## src/rtl/fifo_rd_arb_ctrl_pkg.sv

```systemverilog
`default_nettype none
// ============================================================================
//  Module   : fifo_ctrl_pkg
//  Purpose  : Shared constants and types for the FIFO read-arbitration control
//             unit: default address width, consumer identifiers and the
//             arbiter reset state.
//  Revision : 1.0 - initial release
// ============================================================================
package fifo_ctrl_pkg;

    localparam int DEFAULT_ADDRESS_SIZE = 2;

    // Consumer identifiers; also the encoding of the last-grant register.
    typedef enum logic [0:0] {
        CONS0 = 1'b0,
        CONS1 = 1'b1
    } cons_e;

    // Consumer 1 is recorded as the last winner so consumer 0 wins the first tie.
    localparam cons_e LAST_GNT_RST = CONS1;

endpackage
`default_nettype wire

```

## src/rtl/fifo_rd_arb_ctrl_if.sv

```systemverilog
`default_nettype none
// ============================================================================
//  Module   : fifo_rd_arb_ctrl_if
//  Purpose  : Handshake bundle between producer/consumers, the FIFO control
//             unit and the FIFO memory array.
//  Revision : 1.0 - initial release
// ============================================================================
interface fifo_rd_arb_ctrl_if #(
    parameter int ADDRESS_SIZE = fifo_ctrl_pkg::DEFAULT_ADDRESS_SIZE
);
    logic                    wr_req;
    logic [1:0]              rd_req;
    logic                    cw_en;
    logic                    cr_en;
    logic [ADDRESS_SIZE-1:0] w_addr;
    logic [ADDRESS_SIZE-1:0] r_addr;
    logic                    full;
    logic                    empty;
    logic [ADDRESS_SIZE:0]   count;
    logic [1:0]              rd_gnt;
    logic [1:0]              rd_valid;
    logic                    overflow;
    logic                    underflow;

    // Requesting side: producer and the two consumers.
    modport master (
        output wr_req, rd_req,
        input  cw_en, cr_en, w_addr, r_addr, full, empty, count,
               rd_gnt, rd_valid, overflow, underflow
    );

    // Control unit side.
    modport slave (
        input  wr_req, rd_req,
        output cw_en, cr_en, w_addr, r_addr, full, empty, count,
               rd_gnt, rd_valid, overflow, underflow
    );
endinterface
`default_nettype wire

```

## src/rtl/fifo_rd_arb_ctrl_ptr_counter.sv

```systemverilog
`default_nettype none
// ============================================================================
//  Module   : ptr_counter
//  Purpose  : Enable counter with synchronous active-low clear and natural
//             wrap; used for the FIFO write and read pointers (extra wrap bit
//             included in WIDTH).
//  Revision : 1.0 - initial release
// ============================================================================
module ptr_counter #(
    parameter int WIDTH = 3
) (
    input  wire logic             clk,
    input  wire logic             rst_n,
    input  wire logic             en_i,
    output logic      [WIDTH-1:0] cnt_o
);
    logic [WIDTH-1:0] cnt_q;
    logic [WIDTH-1:0] cnt_d;

    // Next pointer value; overflow past all-ones wraps to zero by width truncation.
    always_comb begin
        cnt_d = cnt_q;
        if (en_i) begin
            cnt_d = cnt_q + WIDTH'(1);
        end
    end

    // Pointer register with synchronous clear.
    always_ff @(posedge clk) begin
        if (!rst_n) begin
            cnt_q <= '0;
        end else begin
            cnt_q <= cnt_d;
        end
    end

    assign cnt_o = cnt_q;

endmodule
`default_nettype wire

```

## src/rtl/fifo_rd_arb_ctrl.sv

```systemverilog
`default_nettype none
// ============================================================================
//  Module   : fifo_rd_arb_ctrl
//  Purpose  : Control unit for a synchronous extra-bit FIFO. Owns the write and
//             read pointers, derives full/empty/count, gates the memory enables
//             and round-robin arbitrates the single read port between two
//             consumers. Memory read data arrives one cycle after cr_en.
//  Revision : 1.0 - initial release
// ============================================================================
module fifo_rd_arb_ctrl
    import fifo_ctrl_pkg::*;
#(
    parameter int ADDRESS_SIZE = DEFAULT_ADDRESS_SIZE,
    parameter int MEMORY_DEPTH = 4
) (
    input wire logic          clk,
    input wire logic          rst_n,
    fifo_rd_arb_ctrl_if.slave bus
);
    localparam int PW = ADDRESS_SIZE + 1;

    // The extra-bit full/empty scheme only works for a power-of-two depth.
    if (MEMORY_DEPTH != (1 << ADDRESS_SIZE)) begin : g_depth_check
        $fatal(1, "fifo_rd_arb_ctrl: MEMORY_DEPTH must equal 2**ADDRESS_SIZE");
    end

    logic [PW-1:0] w_ptr_q;
    logic [PW-1:0] r_ptr_q;
    logic          full;
    logic          empty;
    logic          cw_en;
    logic          cr_en;
    logic [1:0]    rd_gnt;
    cons_e         last_gnt_q;
    logic [1:0]    rd_valid_q;
    logic          overflow_q;
    logic          underflow_q;

    ptr_counter #(.WIDTH(PW)) u_wr_ptr (
        .clk   (clk),
        .rst_n (rst_n),
        .en_i  (cw_en),
        .cnt_o (w_ptr_q)
    );

    ptr_counter #(.WIDTH(PW)) u_rd_ptr (
        .clk   (clk),
        .rst_n (rst_n),
        .en_i  (cr_en),
        .cnt_o (r_ptr_q)
    );

    // Flags straight from the registered pointers: same low bits with differing
    // wrap bits means the writer is one full lap ahead.
    assign full  = (w_ptr_q[PW-1] != r_ptr_q[PW-1]) &&
                   (w_ptr_q[PW-2:0] == r_ptr_q[PW-2:0]);
    assign empty = (w_ptr_q == r_ptr_q);

    // A refused request never touches memory or pointers.
    assign cw_en = bus.wr_req && !full;
    assign cr_en = (bus.rd_req != 2'b00) && !empty;

    // Round-robin grant: a tie goes to the consumer that did not win last time.
    always_comb begin
        rd_gnt = 2'b00;
        if (cr_en) begin
            case (bus.rd_req)
                2'b01:   rd_gnt = 2'b01;
                2'b10:   rd_gnt = 2'b10;
                2'b11:   rd_gnt = (last_gnt_q == CONS1) ? 2'b01 : 2'b10;
                default: rd_gnt = 2'b00;
            endcase
        end
    end

    // Arbiter state, read-data ownership pipeline and sticky error flags.
    always_ff @(posedge clk) begin
        if (!rst_n) begin
            last_gnt_q  <= LAST_GNT_RST;
            rd_valid_q  <= 2'b00;
            overflow_q  <= 1'b0;
            underflow_q <= 1'b0;
        end else begin
            if (cr_en) begin
                last_gnt_q <= rd_gnt[1] ? CONS1 : CONS0;
            end
            rd_valid_q <= rd_gnt;
            if (bus.wr_req && full) begin
                overflow_q <= 1'b1;
            end
            if ((bus.rd_req != 2'b00) && empty) begin
                underflow_q <= 1'b1;
            end
        end
    end

    assign bus.cw_en     = cw_en;
    assign bus.cr_en     = cr_en;
    assign bus.w_addr    = w_ptr_q[PW-2:0];
    assign bus.r_addr    = r_ptr_q[PW-2:0];
    assign bus.full      = full;
    assign bus.empty     = empty;
    assign bus.count     = w_ptr_q - r_ptr_q;
    assign bus.rd_gnt    = rd_gnt;
    assign bus.rd_valid  = rd_valid_q;
    assign bus.overflow  = overflow_q;
    assign bus.underflow = underflow_q;

endmodule
`default_nettype wire

```

## src/flat_wrapper.sv

```systemverilog
// flat-port wrapper written by rule: the top's interface ports become plain ports
module fifo_rd_arb_ctrl_flat import fifo_ctrl_pkg::*;
#(
    parameter int ADDRESS_SIZE = DEFAULT_ADDRESS_SIZE,
    parameter int MEMORY_DEPTH = 4
)
  (clk, rst_n, bus_wr_req, bus_rd_req, bus_cw_en, bus_cr_en, bus_w_addr, bus_r_addr, bus_full, bus_empty, bus_count, bus_rd_gnt, bus_rd_valid, bus_overflow, bus_underflow);
  fifo_rd_arb_ctrl_if #(.ADDRESS_SIZE(ADDRESS_SIZE)) bus_i ();
  input wire logic clk;
  input wire logic rst_n;
  input wire logic [$bits(bus_i.wr_req)-1:0] bus_wr_req;
  input wire logic [$bits(bus_i.rd_req)-1:0] bus_rd_req;
  output wire logic [$bits(bus_i.cw_en)-1:0] bus_cw_en;
  output wire logic [$bits(bus_i.cr_en)-1:0] bus_cr_en;
  output wire logic [$bits(bus_i.w_addr)-1:0] bus_w_addr;
  output wire logic [$bits(bus_i.r_addr)-1:0] bus_r_addr;
  output wire logic [$bits(bus_i.full)-1:0] bus_full;
  output wire logic [$bits(bus_i.empty)-1:0] bus_empty;
  output wire logic [$bits(bus_i.count)-1:0] bus_count;
  output wire logic [$bits(bus_i.rd_gnt)-1:0] bus_rd_gnt;
  output wire logic [$bits(bus_i.rd_valid)-1:0] bus_rd_valid;
  output wire logic [$bits(bus_i.overflow)-1:0] bus_overflow;
  output wire logic [$bits(bus_i.underflow)-1:0] bus_underflow;
  assign bus_i.wr_req = bus_wr_req;
  assign bus_i.rd_req = bus_rd_req;
  assign bus_cw_en = bus_i.cw_en;
  assign bus_cr_en = bus_i.cr_en;
  assign bus_w_addr = bus_i.w_addr;
  assign bus_r_addr = bus_i.r_addr;
  assign bus_full = bus_i.full;
  assign bus_empty = bus_i.empty;
  assign bus_count = bus_i.count;
  assign bus_rd_gnt = bus_i.rd_gnt;
  assign bus_rd_valid = bus_i.rd_valid;
  assign bus_overflow = bus_i.overflow;
  assign bus_underflow = bus_i.underflow;
  fifo_rd_arb_ctrl #(.ADDRESS_SIZE(ADDRESS_SIZE), .MEMORY_DEPTH(MEMORY_DEPTH)) u_core (.clk(clk), .rst_n(rst_n), .bus(bus_i));
endmodule
```

## config.mk

```make
export PLATFORM = sky130hd
export DESIGN_NAME = fifo_rd_arb_ctrl_flat
export DESIGN_NICKNAME = d
export VERILOG_FILES = /design/src/rtl/fifo_rd_arb_ctrl_pkg.sv /design/src/rtl/fifo_rd_arb_ctrl_if.sv /design/src/rtl/fifo_rd_arb_ctrl_ptr_counter.sv /design/src/rtl/fifo_rd_arb_ctrl.sv /design/src/flat_wrapper.sv
export SDC_FILE = /design/constraint.sdc
export NUM_CORES = 1
export LEC_CHECK = 0
export CAP_MARGIN = 20
export CORE_MARGIN = 2
export CORE_UTILIZATION = 39
export CTS_BUF_LIST = sky130_fd_sc_hd__clkbuf_2 sky130_fd_sc_hd__clkbuf_4 sky130_fd_sc_hd__clkbuf_8
export DETAILED_ROUTE_END_ITERATION = 10
export PLACE_DENSITY = 0.7
export SLEW_MARGIN = 20
export SYNTH_ARGS = -nofsm -noshare
export SYNTH_HDL_FRONTEND = slang
export SYNTH_SLANG_ARGS = --single-unit
```

## constraint.sdc

```tcl
create_clock -name clk -period 4.9 [get_ports clk]
set_input_delay 1.225 -clock clk [delete_from_list [all_inputs] [get_ports clk]]
set_output_delay 1.225 -clock clk [all_outputs]
set_load 0.02 [all_outputs]
```

==> impl_metrics.tcl, run 1 <==
set metrics [dict create \
    worstHoldStart "u_core.bus.overflow" \
    ys_types 27 \
    n_antenna_cell 0 \
    max_stage_delay_ns 0.60 \
    synth-compound-area-share_pct 12.3 \
    wire_per_inst_um 11.6 \
    ys_seq_area_share_pct 33.4 \
    synth_edf_count 0 \
    worst-r2r-setup-slack_ns 3.37 \
    synth_top_area_cell "dfxtp_1" \
    placed_area_sq_um 852 \
    critPathRequiredTime_ns 3.67 \
    overflow 0 \
    synth.area.top_cells "dfxtp_1 33%, ha_1 7.6%, mux2i_1 7.6%, nand2_1 6.8%, buf_4 4.6%" \
    p_leak_nw 0.366 \
    syn_to_final_growth_pct 33.4 \
    ys_ff_latch 11 \
    place_ws_ns 0.895 \
    drc_errors 0 \
    drt_iter0_markers 4 \
    worst_hold_path_type "reg -> reg" \
    avgSynthCellArea_sq_um 8.91 \
    synth_top_family_by_area "simple AND/OR/NAND/NOR gates" \
    cts_made_buffers 3 \
    slew_headroom_pct 62.3 \
    r2r_end "u_core.u_wr_ptr.cnt_o[0]" \
    grt_pass1_wl_um 1990 \
    ys_warn_count 0 \
    synth_most_common_cell "nand2_1" \
    vias 539 \
    dr.pass1.iters 2 \
    cts_setup_buffers 0 \
    die_y_um 45.1 \
    p_total_mw 0.462 \
    postCtsHoldBufs 0 \
    synth_nets 84 \
    crit_path_end_kind "output port" \
    antenna_found_initial 0 \
    die-area_sq_um 2040 \
    synthCells 74 \
    syn_area_sq_um 659 \
    synthAdderAreaFrac_pct 10.6 \
    grt_pass1_vias 481 \
    final_area_sq_um 880 \
    rr_startpoint "u_core.u_rd_ptr.cnt_o[1]" \
    hold_viol 0 \
    p_per_area_nw_per_um2 526 \
    yosys.area.top_type_share_pct 33.4 \
    holdPathEnd "u_core.bus.overflow" \
    start_util_pct 42.8 \
    setup_ws_ns 0.915 \
    gp_congestion 0.726 \
    fin_nets 104 \
    outcome "finished, final reports clean" \
    clock_skew_ns 0.00816 \
    path_clk_slew_ns 0.08 \
    clk_path_buf_depth 2 \
    cts_tree "done" \
    grt_usage_pct 14.2 \
    cts_resized 0 \
    clk_latency_ns 0.27 \
    holdPathStages 1 \
    antenna_left 0 \
    max_freq_mhz 251 \
    path_class "in -> out" \
    cts_root_buffer "clkbuf_4" \
    finalSetupTns_ns 0 \
    port_buffers 21 \
    synthTopCellsByCount "12 x nand2_1, 11 x dfxtp_1, 8 x inv_1" \
    via_per_inst 4.94 \
    synth-simple-area-share_pct 19.5 \
    dp_hpwl_um 1020 \
    fp.coreArea_sq_um 1540 \
    grt_max_degree 19 \
    synthArstFlopShare_pct 0 \
    cp-start-kind "input pin" \
    post-route-period-util_pct 81.3 \
    reg2regPathDepth 5 \
    rsz0062_at_grt "false" \
    nFillCells 146 \
    dieWidth_um 45.1 \
    period_needed_ns 3.99 \
    critPathSlowestCell "clkdlybuf4s50_1" \
    setup_viol 0 \
    irDropWorstVdd_mv 0.329 \
    cp_max_fo 5 \
    synth_xor_area_share_pct 6.26 \
    final_max_slew_viol_count 0 \
    drive_above_1_share_pct 9.68 \
    cts_num_sinks 11 \
    tightest_slew_ns 0.563 \
    io_pins 22 \
    worstPathCellList "clkdlybuf4s50_1 > nor2_1 > a21oi_4 > and2_1 > clkdlybuf4s50_1" \
    muxShareOfSynthArea_pct 7.59 \
    cts_htree_levels 1 \
    arrival_ns 2.76 \
    rows 14 \
    drt_wl_total_um 1260 \
    maxCapViolations 0 \
    synth_top_flop_cell "dfxtp_1" \
    crit_path_frequent_cell "clkdlybuf4s50_1" \
]
[flip-flops by register name, indices dropped and copies added (netlist names)]
signal                 count
u_core.bus.overflow        1
u_core.bus.rd_valid        2
u_core.bus.underflow       1
u_core.last_gnt_q          1
u_core.u_rd_ptr.cnt_o      3
u_core.u_wr_ptr.cnt_o      3
[how the worst max path moves through the flow]
| stage | start | to | slack, ns | cells after the start |
|---|---|---|---|---|
| final | bus_rd_req[0] | bus_rd_gnt[0] | 0.91 | 5 |
| after global routing | bus_rd_req[0] | bus_rd_gnt[0] | 0.85 | 5 |
| after CTS | bus_rd_req[0] | bus_rd_gnt[0] | 0.89 | 5 |
| after detailed placement | bus_rd_req[0] | bus_rd_gnt[0] | 0.89 | 5 |
| after global placement | bus_rd_req[1] | bus_rd_gnt[0] | 0.93 | 5 |
| after floorplan | bus_rd_req[1] | bus_rd_gnt[0] | 1.88 | 3 |
[metrics by stage]
step | instances | utilization [%] | hold WS, ns
finish | 109 | 57.1 | 0.477
global route | 109 | 57.1 | 0.498
CTS | 109 | 57.1 | 0.485
global placement | 105 | 55.3 | 0.454
detailed placement | 105 | 55.3 | 0.461
floorplan | 74 | - | 0.465
[cells in the final DEF (no fill, tap or decap), drive strengths merged, types with 2 or more instances in the layout]
cell type      synthesis  routed
nand2                 12      12
o211ai                 2       2
clkdlybuf4s50          0      21
a21oi                  3       3
nor3                   2       2
mux2i                  5       5
nor2                   4       4
nand2b                 2       2
clkbuf                 2       3
and2                   2       2
xnor2                  2       2
ha                     4       4
o21a                   2       2
inv                    8       8
dfxtp                 11      11
[critical path: cells and delay by family]
| kind | cells | cell delay [ns] |
|---|---|---|
| AO/OA/AOI/OAI | 1 | 0.18 |
| buffers and inverters | 2 | 1.11 |
| AND/OR/NAND/NOR | 2 | 0.24 |
[cell families after synthesis]
kind of cell	after synthesis
mux	5
xor+xnor	3
compound gates	10
simple gates	26
fa+ha+maj	5
flops	11
buf+inv	14
[per-layer routing]
layer	global-route usage [%]	vias up	routed length (um)	share of wire [%]
li1	-	277	-	-
met1	15.2	248	560	44
met2	22.6	12	607	48
met3	7.60	2	74	5.9
met4	7.06	0	20	1.6
met5	0	-	0	0
[where the power goes]
group	leakage (nW)	total (mW)	internal (mW)	switching (mW)
logic	0.258	0.278	0.130	0.148
clock network	0.0177	0.0625	0.0303	0.0322
registers	0.0901	0.122	0.107	0.0148
[cell type report]
cell class | count | area (sq um) | share of cell area (%)
multi-input combinational | 49 | 372 | 42.2
inverter | 8 | 30.0 | 3.41
clock buffer | 3 | 22.5 | 2.56
tap | 16 | 20.0 | 2.28
sequential | 11 | 220 | 25.0
timing repair buffer | 21 | 210 | 23.9
clock inverter | 1 | 5.00 | 0.569
Note: power is estimated with default switching activity, not from simulation.
==> run 2: changes to the inputs <==
==> constraint.sdc (replaced) <==
create_clock -name clk -period 3.9 [get_ports clk]
set_input_delay 0.975 -clock clk [delete_from_list [all_inputs] [get_ports clk]]
set_output_delay 0.975 -clock clk [all_outputs]
set_load 0.02 [all_outputs]
==> run 2 against run 1 <==
  * Clock-buffer cell count did not move
  * Design area unchanged
  * Critical path depth is the same
  * First-iteration DRC count unchanged
  * Clock skew decreased by 0.0037 ns
  * Sequential power is 25% higher
  * Via count is the same
  * Sequential cell count is the same
  * Worst hold slack about the same
  * Non-clock buffer count did not move
  * Worst setup slack lost 0.49 ns
  * Sequential share of layout area unchanged
  * Highest routed layer unchanged
==> impl_metrics.tcl, run 2 (synthesized netlist as in run 1, its figures left out) <==
set metrics [dict create \
    outcome "finished, final reports clean" \
    clk_path_buf_depth 2 \
    rsz0062_at_grt "false" \
    period_needed_ns 3.48 \
    clk_latency_ns 0.29 \
    drt_wl_total_um 1310 \
    n_antenna_cell 0 \
    maxCapViolations 0 \
    cts_made_buffers 3 \
    die-area_sq_um 2040 \
    worst_hold_path_type "reg -> reg" \
    rows 14 \
    p_leak_nw 0.366 \
    swShare_pct 42.7 \
    antenna_found_initial 0 \
    final_max_slew_viol_count 0 \
    critPathRequiredTime_ns 2.92 \
    dp_hpwl_um 1010 \
    cp_max_fo 5 \
    gp_congestion 0.726 \
    io_pins 22 \
    cts_htree_levels 1 \
    power_frac_comb_pct 59.5 \
    fp.coreArea_sq_um 1540 \
    grt_max_degree 19 \
    placed_area_sq_um 852 \
    grt_usage_pct 15.3 \
    path_class "in -> out" \
    clock_skew_ns 0.00446 \
    dr.pass1.iters 2 \
    drc_errors 0 \
    fin_nets 104 \
    final_cell_mix "21 x clkdlybuf4s50_1, 12 x nand2_1, 11 x dfxtp_1" \
    setup_viol 0 \
    antenna_left 0 \
    cts_tree "done" \
    overflow 0 \
    clkPwrFrac_pct 14.3 \
    p_per_area_nw_per_um2 664 \
    finalSetupTns_ns 0 \
    cts_num_sinks 11 \
    crit_path_end_kind "output port" \
    final_common_cell "clkdlybuf4s50_1" \
    path_clk_slew_ns 0.08 \
    grt_pass1_wl_um 2050 \
    irDropWorstVdd_mv 0.405 \
    wire_per_inst_um 12.0 \
    cts_setup_buffers 0 \
    cts_root_buffer "clkbuf_4" \
    arrival_ns 2.50 \
    port_buffers 21 \
    hold_viol 0 \
    vias 539 \
    via_per_inst 4.94 \
    internal_power_mw 0.335 \
    drive_above_1_share_pct 9.68 \
    die_y_um 45.1 \
    postCtsHoldBufs 0 \
    seq_power_share_pct 26.3 \
    start_util_pct 42.8 \
    dieWidth_um 45.1 \
    drt_iter0_markers 4 \
    slew_headroom_pct 60.5 \
    cp-start-kind "input pin" \
    tightest_slew_ns 0.591 \
    max_freq_mhz 287 \
    syn_to_final_growth_pct 33.4 \
    post-route-period-util_pct 89.2 \
    switching_power_mw 0.250 \
    final_area_sq_um 880 \
    grt_pass1_vias 450 \
    cts_resized 0 \
]
run 2: cell type report:
class                           count  area [sq um]
Timing Repair Buffer               21           210
Inverter                            8          30.0
Fill cell                         160           662
Clock buffer                        3          22.5
Tap cell                           16          20.0
Multi-Input combinational cell     49           372
Sequential cell                    11           220
Clock inverter                      1          5.00
run 2: critical path, stage by stage:
cell	delay, ns
clkdlybuf4s50_1	0.51
nor2_1	0.10
a21oi_4	0.18
and2_1	0.15
clkdlybuf4s50_1	0.60
run 2: layer usage:
layer | global-route usage (%) | part of all wire, % | vias to the layer above
li1 | - | - | 277
met1 | 16.6 | 44 | 245
met2 | 23.1 | 48 | 13
met3 | 7.60 | 5.3 | 4
met4 | 10.6 | 2.8 | 0
met5 | 0 | 0 | -
run 2: power by group through the flow:
| stage | sequential (mW) | combinational, mW | clock, mW |
|---|---|---|---|
| 2_1_floorplan | 0.162 | 0.211 | 0 |
| 3_3_place_gp | 0.156 | 0.347 | 0 |
| 3_5_place_dp | 0.157 | 0.352 | 0 |
| 4_1_cts | 0.154 | 0.353 | 0.0875 |
| 5_1_grt | 0.157 | 0.375 | 0.0943 |
| 6_report | 0.153 | 0.348 | 0.0833 |
run 2: stage by stage:
stage	util, %	setup WS (ns)	instances	power [mW]	hold WS [ns]
global route	57.1	0.349	109	0.626	0.519
finish	57.1	0.420	109	0.584	0.477
CTS	57.1	0.404	109	0.595	0.482
floorplan	-	1.38	74	0.374	0.465
global placement	55.3	0.430	105	0.503	0.454
detailed placement	55.3	0.404	105	0.509	0.456
run 2: final timing paths:
path | to | cells past startpoint | from | slack [ns]
max | bus_rd_gnt[0] | 5 | bus_rd_req[1] | 0.42
min | u_core.bus.overflow | 1 | u_core.bus.overflow | 0.48
min reg2reg | u_core.bus.overflow | 1 | u_core.bus.overflow | 0.48
max reg2reg | u_core.u_wr_ptr.cnt_o[0] | 5 | u_core.u_wr_ptr.cnt_o[0] | 2.36
==> run 3: changes to the inputs <==
--- a/config.mk
+++ b/config.mk
@@ -9,6 +9,7 @@
 export CORE_MARGIN = 2
 export CORE_UTILIZATION = 39
 export CTS_BUF_LIST = sky130_fd_sc_hd__clkbuf_2 sky130_fd_sc_hd__clkbuf_4 sky130_fd_sc_hd__clkbuf_8
+export CTS_CLUSTER_SIZE = 14
 export DETAILED_ROUTE_END_ITERATION = 10
 export PLACE_DENSITY = 0.7
 export SLEW_MARGIN = 20
==> results of run 3 <==
Same layout as run 2: the final DEF is identical, and so are final timing and power.
